--- config.mk ---
export PLATFORM = sky130hd
export DESIGN_NAME = uart_rx_frame_ctrl
export DESIGN_NICKNAME = d
export VERILOG_FILES = /design/src/rtl/uart_rx_pkg.sv /design/src/rtl/uart_rx_edge_bit_cnt.sv /design/src/rtl/uart_rx_frame_ctrl.sv
export SDC_FILE = /design/constraint.sdc
export NUM_CORES = 1
export LEC_CHECK = 0
export ABC_CLOCK_PERIOD_IN_PS = 5100
export CORE_UTILIZATION = 50
export CTS_BUF_LIST = sky130_fd_sc_hd__clkbuf_16
export DETAILED_ROUTE_END_ITERATION = 16
export GPL_TIMING_DRIVEN = 0
export PLACE_DENSITY = 0.78
export SYNTH_ARGS = -nofsm -noshare
export SYNTH_HDL_FRONTEND = slang
export SYNTH_SLANG_ARGS = --single-unit
export TNS_END_PERCENT = 20
--- constraint.sdc ---
create_clock -name CLK -period 5.1 [get_ports CLK]
set_input_delay 1.02 -clock CLK [delete_from_list [all_inputs] [get_ports CLK]]
set_output_delay 1.02 -clock CLK [all_outputs]
set_load 0.02 [all_outputs]
--- src/rtl/uart_rx_pkg.sv ---
// Shared types and defaults for the UART receiver control path.
package uart_rx_pkg;
  localparam int DATA_WIDTH_DEF = 8;
  localparam int PS_WIDTH_DEF   = 6;

  typedef enum logic [2:0] {
    IDLE   = 3'd0,
    START  = 3'd1,
    DATA   = 3'd2,
    PARITY = 3'd3,
    STOP   = 3'd4,
    VALID  = 3'd5
  } rx_state_e;
endpackage

--- src/rtl/uart_rx_edge_bit_cnt.sv ---
// Oversampling edge counter and data-bit counter for the UART receive FSM.
module uart_rx_edge_bit_cnt #(
  parameter int DATA_WIDTH = 8,
  parameter int PS_WIDTH   = 6
) (
  input  logic                clk,
  input  logic                rst,
  input  logic                cnt_en,
  input  logic                bit_inc,
  input  logic                bit_clr,
  input  logic [PS_WIDTH-1:0] ps_q,
  output logic [PS_WIDTH-1:0] edge_cnt,
  output logic [3:0]          bit_cnt,
  output logic                last_edge
);
  localparam logic [3:0] BIT_LAST = 4'(DATA_WIDTH - 1);

  assign last_edge = cnt_en && (edge_cnt == ps_q - PS_WIDTH'(1));

  always_ff @(posedge clk) begin
    if (rst || !cnt_en || last_edge) edge_cnt <= '0;
    else                             edge_cnt <= edge_cnt + PS_WIDTH'(1);
  end

  // Wrap after the final data bit so bit_cnt reads 0 once the data phase is over.
  always_ff @(posedge clk) begin
    if (rst || bit_clr) bit_cnt <= '0;
    else if (bit_inc)   bit_cnt <= (bit_cnt == BIT_LAST) ? 4'd0 : bit_cnt + 4'd1;
  end
endmodule

--- src/rtl/uart_rx_frame_ctrl.sv ---
// UART receive sequencing FSM: frames start/data/parity/stop bits and strobes the checkers.
module uart_rx_frame_ctrl
  import uart_rx_pkg::*;
#(
  parameter int DATA_WIDTH = DATA_WIDTH_DEF,
  parameter int PS_WIDTH   = PS_WIDTH_DEF
) (
  input  logic                CLK,
  input  logic                RST,
  input  logic                RX_IN,
  input  logic                PAR_EN,
  input  logic [PS_WIDTH-1:0] Prescale,
  input  logic                strt_glitch,
  input  logic                par_err,
  input  logic                stp_err,
  output logic                dat_samp_en,
  output logic [PS_WIDTH-1:0] edge_cnt,
  output logic [3:0]          bit_cnt,
  output logic                strt_chk_en,
  output logic                deser_en,
  output logic                par_chk_en,
  output logic                stp_chk_en,
  output logic                data_valid,
  output logic                busy
);
  localparam logic [3:0] BIT_LAST = 4'(DATA_WIDTH - 1);

  rx_state_e           state, state_nxt;
  logic [PS_WIDTH-1:0] ps_q;
  logic                par_q, perr_q;
  logic                cnt_en, bit_inc, bit_clr, last_edge;
  logic                frame_start;

  assign frame_start = (state == IDLE) && !RX_IN;

  uart_rx_edge_bit_cnt #(.DATA_WIDTH(DATA_WIDTH), .PS_WIDTH(PS_WIDTH)) u_cnt (
    .clk      (CLK),
    .rst      (RST),
    .cnt_en   (cnt_en),
    .bit_inc  (bit_inc),
    .bit_clr  (bit_clr),
    .ps_q     (ps_q),
    .edge_cnt (edge_cnt),
    .bit_cnt  (bit_cnt),
    .last_edge(last_edge)
  );

  always_ff @(posedge CLK) begin
    if (RST) begin
      state  <= IDLE;
      ps_q   <= '0;
      par_q  <= 1'b0;
      perr_q <= 1'b0;
    end else begin
      state <= state_nxt;
      if (frame_start) begin
        ps_q  <= Prescale;
        par_q <= PAR_EN;
      end
      // Also cleared at frame start so a parity failure cannot leak into a later no-parity frame.
      if (par_chk_en)                         perr_q <= par_err;
      else if (state == VALID || frame_start) perr_q <= 1'b0;
    end
  end

  always_comb begin
    state_nxt   = state;
    strt_chk_en = 1'b0;
    deser_en    = 1'b0;
    par_chk_en  = 1'b0;
    stp_chk_en  = 1'b0;
    data_valid  = 1'b0;
    bit_inc     = 1'b0;
    bit_clr     = 1'b0;
    busy        = (state != IDLE);
    cnt_en      = (state == START) || (state == DATA) || (state == PARITY) || (state == STOP);
    dat_samp_en = cnt_en;
    case (state)
      IDLE: if (!RX_IN) state_nxt = START;
      START: if (last_edge) begin
        strt_chk_en = 1'b1;
        if (strt_glitch) state_nxt = IDLE;
        else begin
          state_nxt = DATA;
          bit_clr   = 1'b1;
        end
      end
      DATA: if (last_edge) begin
        deser_en = 1'b1;
        bit_inc  = 1'b1;
        if (bit_cnt == BIT_LAST) state_nxt = par_q ? PARITY : STOP;
      end
      PARITY: if (last_edge) begin
        par_chk_en = 1'b1;
        state_nxt  = STOP;
      end
      STOP: if (last_edge) begin
        stp_chk_en = 1'b1;
        state_nxt  = (stp_err || perr_q) ? IDLE : VALID;
      end
      VALID: begin
        data_valid = 1'b1;
        state_nxt  = RX_IN ? IDLE : START;
      end
      default: state_nxt = IDLE;
    endcase
  end
endmodule

# Yosys cells after proc, flatten, opt, wreduce, memory -nomap -nowiden
# Index checks and enable logic that the tools add are counted.
[totals]
ff_bits = 21
input_bits = 13
out_inout_bits = 17
wordCells = 61
[classes]
addsub = 3
eq_ne = 13
mux = 23
reduce_logical = 16
[op_table]
columns = ["cell", "count"]
rows = [
  ["3-bit 2-to-1 mux", 8],
  ["3-bit one-hot mux with 6 select lines", 1],
  ["1-bit 2-to-1 mux", 12],
  ["2-bit by 1-bit inequality test with 1-bit output (second input constant)", 5],
  ["1-bit logical OR", 8],
  ["6-bit by 1-bit adder with 6-bit output (second input constant)", 1],
  ["3-bit by 2-bit == test with 1-bit output (second input constant)", 2],
  ["3-bit == test (second input constant)", 2],
  ["6-bit == test", 1],
  ["6-bit AND reduction", 1],
  ["6-bit by 1-bit subtractor with 6-bit output (second input constant)", 1],
  ["4-bit by 1-bit adder with 4-bit output (second input constant)", 1],
  ["4-bit by 3-bit == test with 1-bit output (second input constant)", 1],
  ["4-bit 2-to-1 mux", 1],
  ["3-bit by 1-bit == test with 1-bit output (second input constant)", 1],
  ["3-bit zero test", 1],
  ["3-bit nonzero test", 1],
  ["1-bit logical AND", 2],
  ["1-bit zero test", 2],
  ["2-bit 2-to-1 mux", 1],
  ["2-bit inequality test (second input constant)", 1],
  ["2-bit nonzero test", 1],
]

# Logic depth before layout (Yosys ltp)
# Gate-level depths: netlist of run 1.
[logic_depth]
ltp_word = 8
depth_mapped = 8

# Hierarchy
# From an unflattened synthesis of run 1, not the netlist that was laid out.
[hier_totals]
hier_cells = 139
hier_area_um2 = 1253.7
[modules_own_cells]
columns = ["module", "n_inst", "cells_each", "area_per_inst_um2", "seq_area_each_um2"]
rows = [
  ["uart_rx_edge_bit_cnt", 1, 68, 636.9, 200.2],
  ["uart_rx_frame_ctrl", 1, 71, 616.8, 220.2],
]

# Worst setup path before layout of run 1
# Ideal clock, no wire load.
[synth_path]
path_kind = "reg-to-output"
from = "register ps_q[0]"
to = "output port strt_chk_en"
arrival_time_ns = 2.148
setup_slack_ns = 1.932
path_stages_with_launch = 9
path_buffers = 1
path_cell_list = "dfxtp_1 > inv_1 > ha_1 > o21ba_1 > a221oi_2 > a41oi_2 > or2_1 > buf_2 > nor3_1"
[synth_via]
elab_chain_cells = 5
[synth_rtl]
columns = ["item", "line_no", "source"]
rows = [
  ["start: declaration", "uart_rx_frame_ctrl.sv:29", "logic [PS_WIDTH-1:0] ps_q;"],
  ["start signal: assignment", "uart_rx_frame_ctrl.sv:57", "ps_q <= Prescale;"],
  ["6-bit by 1-bit subtractor with 6-bit output", "uart_rx_edge_bit_cnt.sv:18", "assign last_edge = cnt_en && (edge_cnt == ps_q - PS_WIDTH'(1));"],
  ["6-bit == test", "uart_rx_edge_bit_cnt.sv:18", ""],
  ["1-bit logical AND", "uart_rx_edge_bit_cnt.sv:18", ""],
  ["1-bit 2-to-1 mux", "uart_rx_frame_ctrl.sv:80", "START: if (last_edge) begin"],
  ["1-bit 2-to-1 mux", "uart_rx_frame_ctrl.sv:78", "case (state)"],
  ["end: declaration", "uart_rx_frame_ctrl.sv:19", "output logic strt_chk_en,"],
]
# Every way passes these cells.

# Worst setup path in the final report of run 1
# Same ends and word-level chain as after synthesis.

==> summary.txt, run 1 <==
Setup path
  – Crit Path Max Fanout: 9
  – CP Data Arrival Time: 2.89 ns
  – Crit-path slowest cell: clkdlybuf4s50_1
  – CP Buf/Inv Count: 3
  – R2R cell count: 7
  – CP Launch Type: flip-flop
  – Worst reg2reg setup slack: 2.91 ns
  – Max incr delay on CP: 0.62 ns
  – Delay-heaviest family, CP: buffers and inverters
  – Crit-path cells: inv_1 > ha_1 > o21ba_1 > a221oi_2 > a41oi_2 > or2_1 > buf_2 > nor3_1 > clkdlybuf4s50_1
  – CP Launch Point: ps_q[0]$_SDFFE_PP0P_
  – Setup CP Type: flip-flop to output port
  – Origin of the critical flop-to-flop path: ps_q[0]$_SDFFE_PP0P_
  – Kind of end point of the critical path: output port
  – Critical path data required time: slightly above 4 ns
  – Reg2Reg Capture Point: state[2]$_SDFFE_PP0P_

Yosys
  – Cell Area, Synth: 1280 um^2
  – Ys Warns: 0
  – Synth async-reset ratio: 0
  – Syn Nets: 168
  – Synthesized flop and latch total: 21
  – Gate Count Post-Synth: 152
  – Post-synth EDFFs: 0
  – Most used DFF post-synth: dfxtp_1
  – Register area share after synthesis: 0.329
  – Syn_area_per_cell: ~8.4 um^2
  – Unique masters post-synth: 46

Placed design
  – Dpl cells: approximately 210
  – GPL Wtd Cong: 0.846
  – Port Buffers: 28
  – DP Wirelength: 2.24 mm
  – Placed cell area: ~1600 um^2

Routing
  – WL per Instance: 14.9 um
  – Iter 0 DRT Violations: 43
  – WL final: between 3 and 4 mm
  – DR vias/cell: 5.91
  – Drt first pass iters: 4
  – Drt drc: 0
  – Vias: 1252
  – ANT nets after route: 0

STA
  – Final TNS setup: 0 ns
  – RSZ-0062 raised after global routing: no
  – Max Transition Viols Final: 0
  – Fin crit period: 3.91 ns
  – Clock Skew: approximately 0.0030 ns
  – FMAX: 0.256 GHz
  – Slew headroom: 0.666
  – Tcrit/Tclk final: 0.767
  – Worst slew pin tran: 0.501 ns
  – Endpoints failing hold: 0
  – # setup viols final: 0

Power
  – Switching power total: 0.269 mW
  – Peak VDD IR: 0.271 mV
  – Clock share of power: 0.247
  – LEAKAGE: about 0.6 nW
  – Pwr/cell area: 407 nW/um^2
  – Internal power: 0.411 mW
  – Sw Share: 0.396
  – Comb power frac: 0.448
  – Flop pwr share: 0.305

Global routing
  – First-pass GRT wire length: 5.06 mm
  – Initial antenna violation count: 0
  – Largest net degree at the start of global routing: 12
  – Vias in the first global route: 1171
  – Total Routing Usage GR: 0.252
  – Grt ovf: 0

Floorplan
  – Core area: 2320 um^2
  – Rows: 17
  – Die ar.: 2760 um^2
  – Ports: 30
  – Die width: 52.6 um
  – Die H: 52.6 um
  – Initial Util: 0.552

Finish
  – Final Core Density: 0.722
  – # diodes: 0
  – Commonest non-fill, non-tap cell in the layout: clkdlybuf4s50_1
  – Non-filler cells, final: ~210
  – Layout area overhead: 30.8%
  – Final instance area: 1670 um^2
  – Layout cells sized above 1: 0.0707
  – Commonest non-fill, non-tap cells in the layout: clkdlybuf4s50_1 (28), dfxtp_1 (21), nor2_1 (19)
  – Nets@finish: 201

Hold path
  – Hold path depth: 2
  – Hold wc startpoint: u_cnt.bit_cnt[1]$_SDFFE_PP0P_
  – Hold Path Sink: u_cnt.bit_cnt[1]$_SDFFE_PP0P_
  – Worst hold path type: flip-flop to flip-flop

CTS
  – CTS root buffer: clkbuf_16
  – CTS resizes: 0
  – Clk_lat worst skew: approximately 0.25 ns
  – Inserted Clock Buffers: 3
  – Clock sink count: 21
  – Clk slew on worst S/H paths: approximately 0.06 ns
  – CTS tree: yes
  – Clock Path Buffers: 2
  – H-tree Lvls: 1
  – Post-CTS Setup Bufs: 0
  – # hold bufs at CTS: 0

Outcome
  – Status: complete, no violations

Job
  – Max-Cap Viols: 0
## cells in the mapped netlist (2+ instances only)
library cell,count,share of area
or3_1,2,0.0098
inv_1,9,0.026
nor2_1,19,0.056
nor3_1,5,0.020
ha_1,3,0.029
xor2_1,4,0.027
o211ai_1,2,0.012
o21ai_0,2,0.0078
dfxtp_1,21,0.33
xnor2_1,7,0.048
nand2b_1,4,0.020
o32ai_1,2,0.014
clkbuf_1,7,0.021
o2111ai_1,2,0.014
o311ai_1,2,0.014
mux2i_1,6,0.047
nor4_1,6,0.029
nand2_1,8,0.023
a21oi_1,6,0.023
nand3_1,7,0.027
a31oi_1,2,0.0098
nand4_1,2,0.0098
## sequential cells by signal (all words and copies together) (netlist names)
register and count:
ps_q 6, u_cnt.edge_cnt 6, u_cnt.bit_cnt 4, state 3
par_q 1, perr_q 1
## metal layers
metal,wire (um),vias to the layer above,track usage,share of wire
met5,0,-,0,0
met4,28,0,0.0789,0.0089
met3,129,4,0.0464,0.041
met2,1470,36,0.403,0.47
met1,1520,595,0.339,0.48
li1,-,617,-,-
## worst reg2reg max path: cells and delay by family, from the launching register on
kind	cells	cell delay (ns)
AO/OA/AOI/OAI	5	1.37
buffers and inverters	1	0.08
adder cells (fa/ha/maj)	1	0.26
flip-flops	1	0.38
## cell type report
| type | count | area (um^2) |
|---|---|---|
| Fill cell | 203 | 646 |
| Buffer | 9 | 42.5 |
| Sequential cell | 21 | 420 |
| Multi-Input combinational cell | 113 | 782 |
| Tap cell | 28 | 35.0 |
| Inverter | 9 | 33.8 |
| Clock inverter | 1 | 3.75 |
| Clock buffer | 3 | 75.1 |
| Timing Repair Buffer | 28 | 280 |
## power by group through the flow
stage | Clock, mW | Combinational, mW | Sequential, mW
after floorplan | 0 | 0.212 | 0.211
after global placement | 0 | 0.292 | 0.210
after detailed placement | 0 | 0.297 | 0.210
after CTS | 0.167 | 0.302 | 0.207
after global routing | 0.172 | 0.332 | 0.212
final | 0.168 | 0.305 | 0.207
## logic make-up (layout without fill, tap and decap cells)
family	after synthesis	in the layout	share of synthesized area
AND/OR/NAND/NOR	63	63	0.267
AO/OA/AOI/OAI	30	30	0.193
flip-flops	21	21	0.329
buffers and inverters	18	50	0.0597
XOR/XNOR	11	11	0.0753
multiplexers	6	6	0.0470
adder cells (fa/ha/maj)	3	3	0.0294
## stage by stage
step	setup slack, ns	hold slack (ns)	power (mW)
after floorplan	1.93	0.475	0.422
after global placement	1.48	0.493	0.502
after detailed placement	1.45	0.498	0.508
after CTS	1.18	0.505	0.676
after global routing	0.991	0.528	0.716
final	1.19	0.505	0.680
## worst max path at each step
stage                              to  depth (start not counted)
final                     strt_chk_en                          9
after global routing      strt_chk_en                          9
after CTS                 strt_chk_en                          9
after detailed placement  strt_chk_en                          9
after global placement    strt_chk_en                          9
after floorplan           strt_chk_en                          8
Note: power is estimated with default switching activity, not from simulation.
==> inputs of run 2 (changes only) <==
--- a/config.mk
+++ b/config.mk
@@ -5,12 +5,12 @@
 export SDC_FILE = /design/constraint.sdc
 export NUM_CORES = 1
 export LEC_CHECK = 0
-export ABC_CLOCK_PERIOD_IN_PS = 5100
-export CORE_UTILIZATION = 50
+export ABC_CLOCK_PERIOD_IN_PS = 3300
+export CORE_UTILIZATION = 44
 export CTS_BUF_LIST = sky130_fd_sc_hd__clkbuf_16
 export DETAILED_ROUTE_END_ITERATION = 16
 export GPL_TIMING_DRIVEN = 0
-export PLACE_DENSITY = 0.78
+export PLACE_DENSITY = 0.73
 export SYNTH_ARGS = -nofsm -noshare
 export SYNTH_HDL_FRONTEND = slang
 export SYNTH_SLANG_ARGS = --single-unit
==> constraint.sdc (replaced) <==
create_clock -name CLK -period 3.3 [get_ports CLK]
set_input_delay 0.66 -clock CLK [delete_from_list [all_inputs] [get_ports CLK]]
set_output_delay 0.66 -clock CLK [all_outputs]
set_load 0.02 [all_outputs]
==> run 2 against run 1 <==
  * Non-clock buffer count did not move
  * Clock power rose by 50%
  * First-iteration DRC count rose by 14%
  * Worst hold slack improved by 0.0081 ns
==> summary.txt, run 2 (synthesis results as in run 1) <==
Setup path
  – CP Data Arrival Time: 2.52 ns
  – Worst reg2reg setup slack: 1.09 ns
  – Setup CP Type: flip-flop to output port
  – R2R cell count: 8
  – Kind of end point of the critical path: output port
  – CP Launch Point: ps_q[0]$_SDFFE_PP0P_
  – Reg2Reg Capture Point: u_cnt.bit_cnt[1]$_SDFFE_PP0P_
  – Origin of the critical flop-to-flop path: ps_q[0]$_SDFFE_PP0P_
  – CP Launch Type: flip-flop
  – Critical path data required time: around 2.6 ns
  – Crit Path Max Fanout: 9
  – Crit path to: deser_en

Finish
  – Commonest non-fill, non-tap cell in the layout: clkdlybuf4s50_1
  – Non-filler cells, final: between 200 and 250
  – Final Core Density: 0.612
  – Final instance area: 1690 um^2
  – # diodes: 0
  – Filler cell count: between 200 and 300
  – Layout cells sized above 1: 0.0870
  – Commonest non-fill, non-tap cells in the layout: clkdlybuf4s50_1 (24), dfxtp_1 (21), nor2_1 (19)
  – Layout area overhead: 31.9%
  – Biggest registers after layout: ps_q (6), u_cnt.edge_cnt (6), u_cnt.bit_cnt (4)
  – Nets@finish: 201

Routing
  – WL per Instance: 15.0 um
  – WL final: 3.23 mm
  – ANT nets after route: 0
  – Iter 0 DRT Violations: between 40 and 50
  – Drt drc: 0
  – DR vias/cell: 5.75
  – Drt first pass iters: 5
  – Vias: 1237

Power
  – Pwr/cell area: 627 nW/um^2
  – LEAKAGE: approximately 0.62 nW
  – Peak VDD IR: ~0.41 mV

Outcome
  – Status: complete, no violations

Floorplan
  – Die width: approximately 56 um
  – Core area: 2760 um^2
  – Initial Util: 0.464
  – Rows: 19
  – Die ar.: around 3100 um^2
  – Ports: 30
  – Die H: 55.9 um

CTS
  – CTS tree: yes
  – Clock sink count: 21
  – Clock Path Buffers: 2
  – Clk_lat worst skew: around 0.25 ns
  – # hold bufs at CTS: 0
  – CTS root buffer: clkbuf_16
  – Clk slew on worst S/H paths: 0.06 ns
  – H-tree Lvls: 1
  – Inserted Clock Buffers: 3

Placed design
  – Dpl cells: 211
  – GPL Wtd Cong: 0.883
  – Port Buffers: 28
  – Placed cell area: between 1500 and 2000 um^2
  – DP Wirelength: between 2 and 2.5 mm

STA
  – Fin crit period: 3.18 ns
  – # setup viols final: 0
  – FMAX: about 0.31 GHz
  – Worst slew pin tran: 0.553 ns
  – Slew headroom: 0.631
  – Endpoints failing hold: 0
  – Final TNS setup: 0 ns
  – Max Transition Viols Final: 0
  – Tcrit/Tclk final: 0.965
  – Clock Skew: 0.00164 ns
  – Worst hold slack: 0.513 ns

Global routing
  – Initial antenna violation count: 0
  – Vias in the first global route: 1235
  – First-pass GRT wire length: 5.55 mm
  – Grt ovf: 0
  – Largest net degree at the start of global routing: 12
  – Total Routing Usage GR: 0.220

Hold path
  – Worst hold path type: flip-flop to flip-flop

Job
  – Max-Cap Viols: 0
run 2: changes by cell type in the layout (fill, tap and decap cells not counted):
cell	before	now
clkdlybuf4s50_1	28	24
dlygate4sd2_1	0	2
a41oi_2	1	0
a41oi_4	0	1
buf_2	1	2
clkbuf_2	0	1
ha_1	3	2
ha_2	0	1
nor4_2	1	0
nor4_4	0	1
run 2: metrics by stage:
step	setup WS (ns)	power [mW]
2_1_floorplan	0.492	0.653
5_1_grt	-0.0369	1.12
6_report	0.116	1.06
4_1_cts	0.0101	1.05
3_5_place_dp	-0.0503	0.789
3_3_place_gp	0.0440	0.778
run 2: final cells by class:
type                    instances  area [um^2]  share of cell area
clock buffers                   3         75.1              0.0445
clock inverters                 1         3.75             0.00223
flip-flops and latches         21          420               0.249
inverters                       9         33.8              0.0200
plain buffers                   9         42.5              0.0252
well taps                      31         38.8              0.0230
multi-input cells             113          805               0.477
repair buffers                 28          268               0.159
run 2: timing repair:
action                     CTS  global route
pin swaps                    0             2
buffers inserted             0             0
cloned                       0             0
gates resized for setup      8             5
setup endpoints to repair    4             3
run 2: worst min path at each step:
stage                               endpoint                          start  cells after the start  slack [ns]
6_report       u_cnt.bit_cnt[1]$_SDFFE_PP0P_  u_cnt.bit_cnt[1]$_SDFFE_PP0P_                      2        0.51
4_1_cts        u_cnt.bit_cnt[1]$_SDFFE_PP0P_  u_cnt.bit_cnt[1]$_SDFFE_PP0P_                      2        0.51
3_3_place_gp   u_cnt.bit_cnt[1]$_SDFFE_PP0P_  u_cnt.bit_cnt[1]$_SDFFE_PP0P_                      2        0.50
5_1_grt        u_cnt.bit_cnt[1]$_SDFFE_PP0P_  u_cnt.bit_cnt[1]$_SDFFE_PP0P_                      2        0.53
2_1_floorplan             par_q$_SDFFE_PP0P_             par_q$_SDFFE_PP0P_                      2        0.48
3_5_place_dp   u_cnt.bit_cnt[1]$_SDFFE_PP0P_  u_cnt.bit_cnt[1]$_SDFFE_PP0P_                      2        0.51
run 2: worst max-delay path, stage by stage (launching register included):
cell and delay [ns]:
dfxtp_1 0.40, inv_1 0.08, ha_2 0.24, o21ba_1 0.19, a221oi_2 0.34, a41oi_4 0.13, or2_1 0.28, buf_2 0.19
nor2_1 0.09, dlygate4sd2_1 0.33
run 2: where the power goes:
group | internal (mW) | switching [mW] | total, mW | leakage (nW)
registers | 0.287 | 0.0360 | 0.323 | 0.171
clock network | 0.161 | 0.0903 | 0.252 | 0.0423
logic | 0.192 | 0.291 | 0.483 | 0.411
run 2: routing by layer:
metal  vias up  part of all wire  global-route usage
met2        38              0.48               0.375
met3         8             0.048              0.0209
met1       571              0.45               0.287
met5         -                 0                   0
li1        620                 -                   -
met4         0             0.015              0.0871
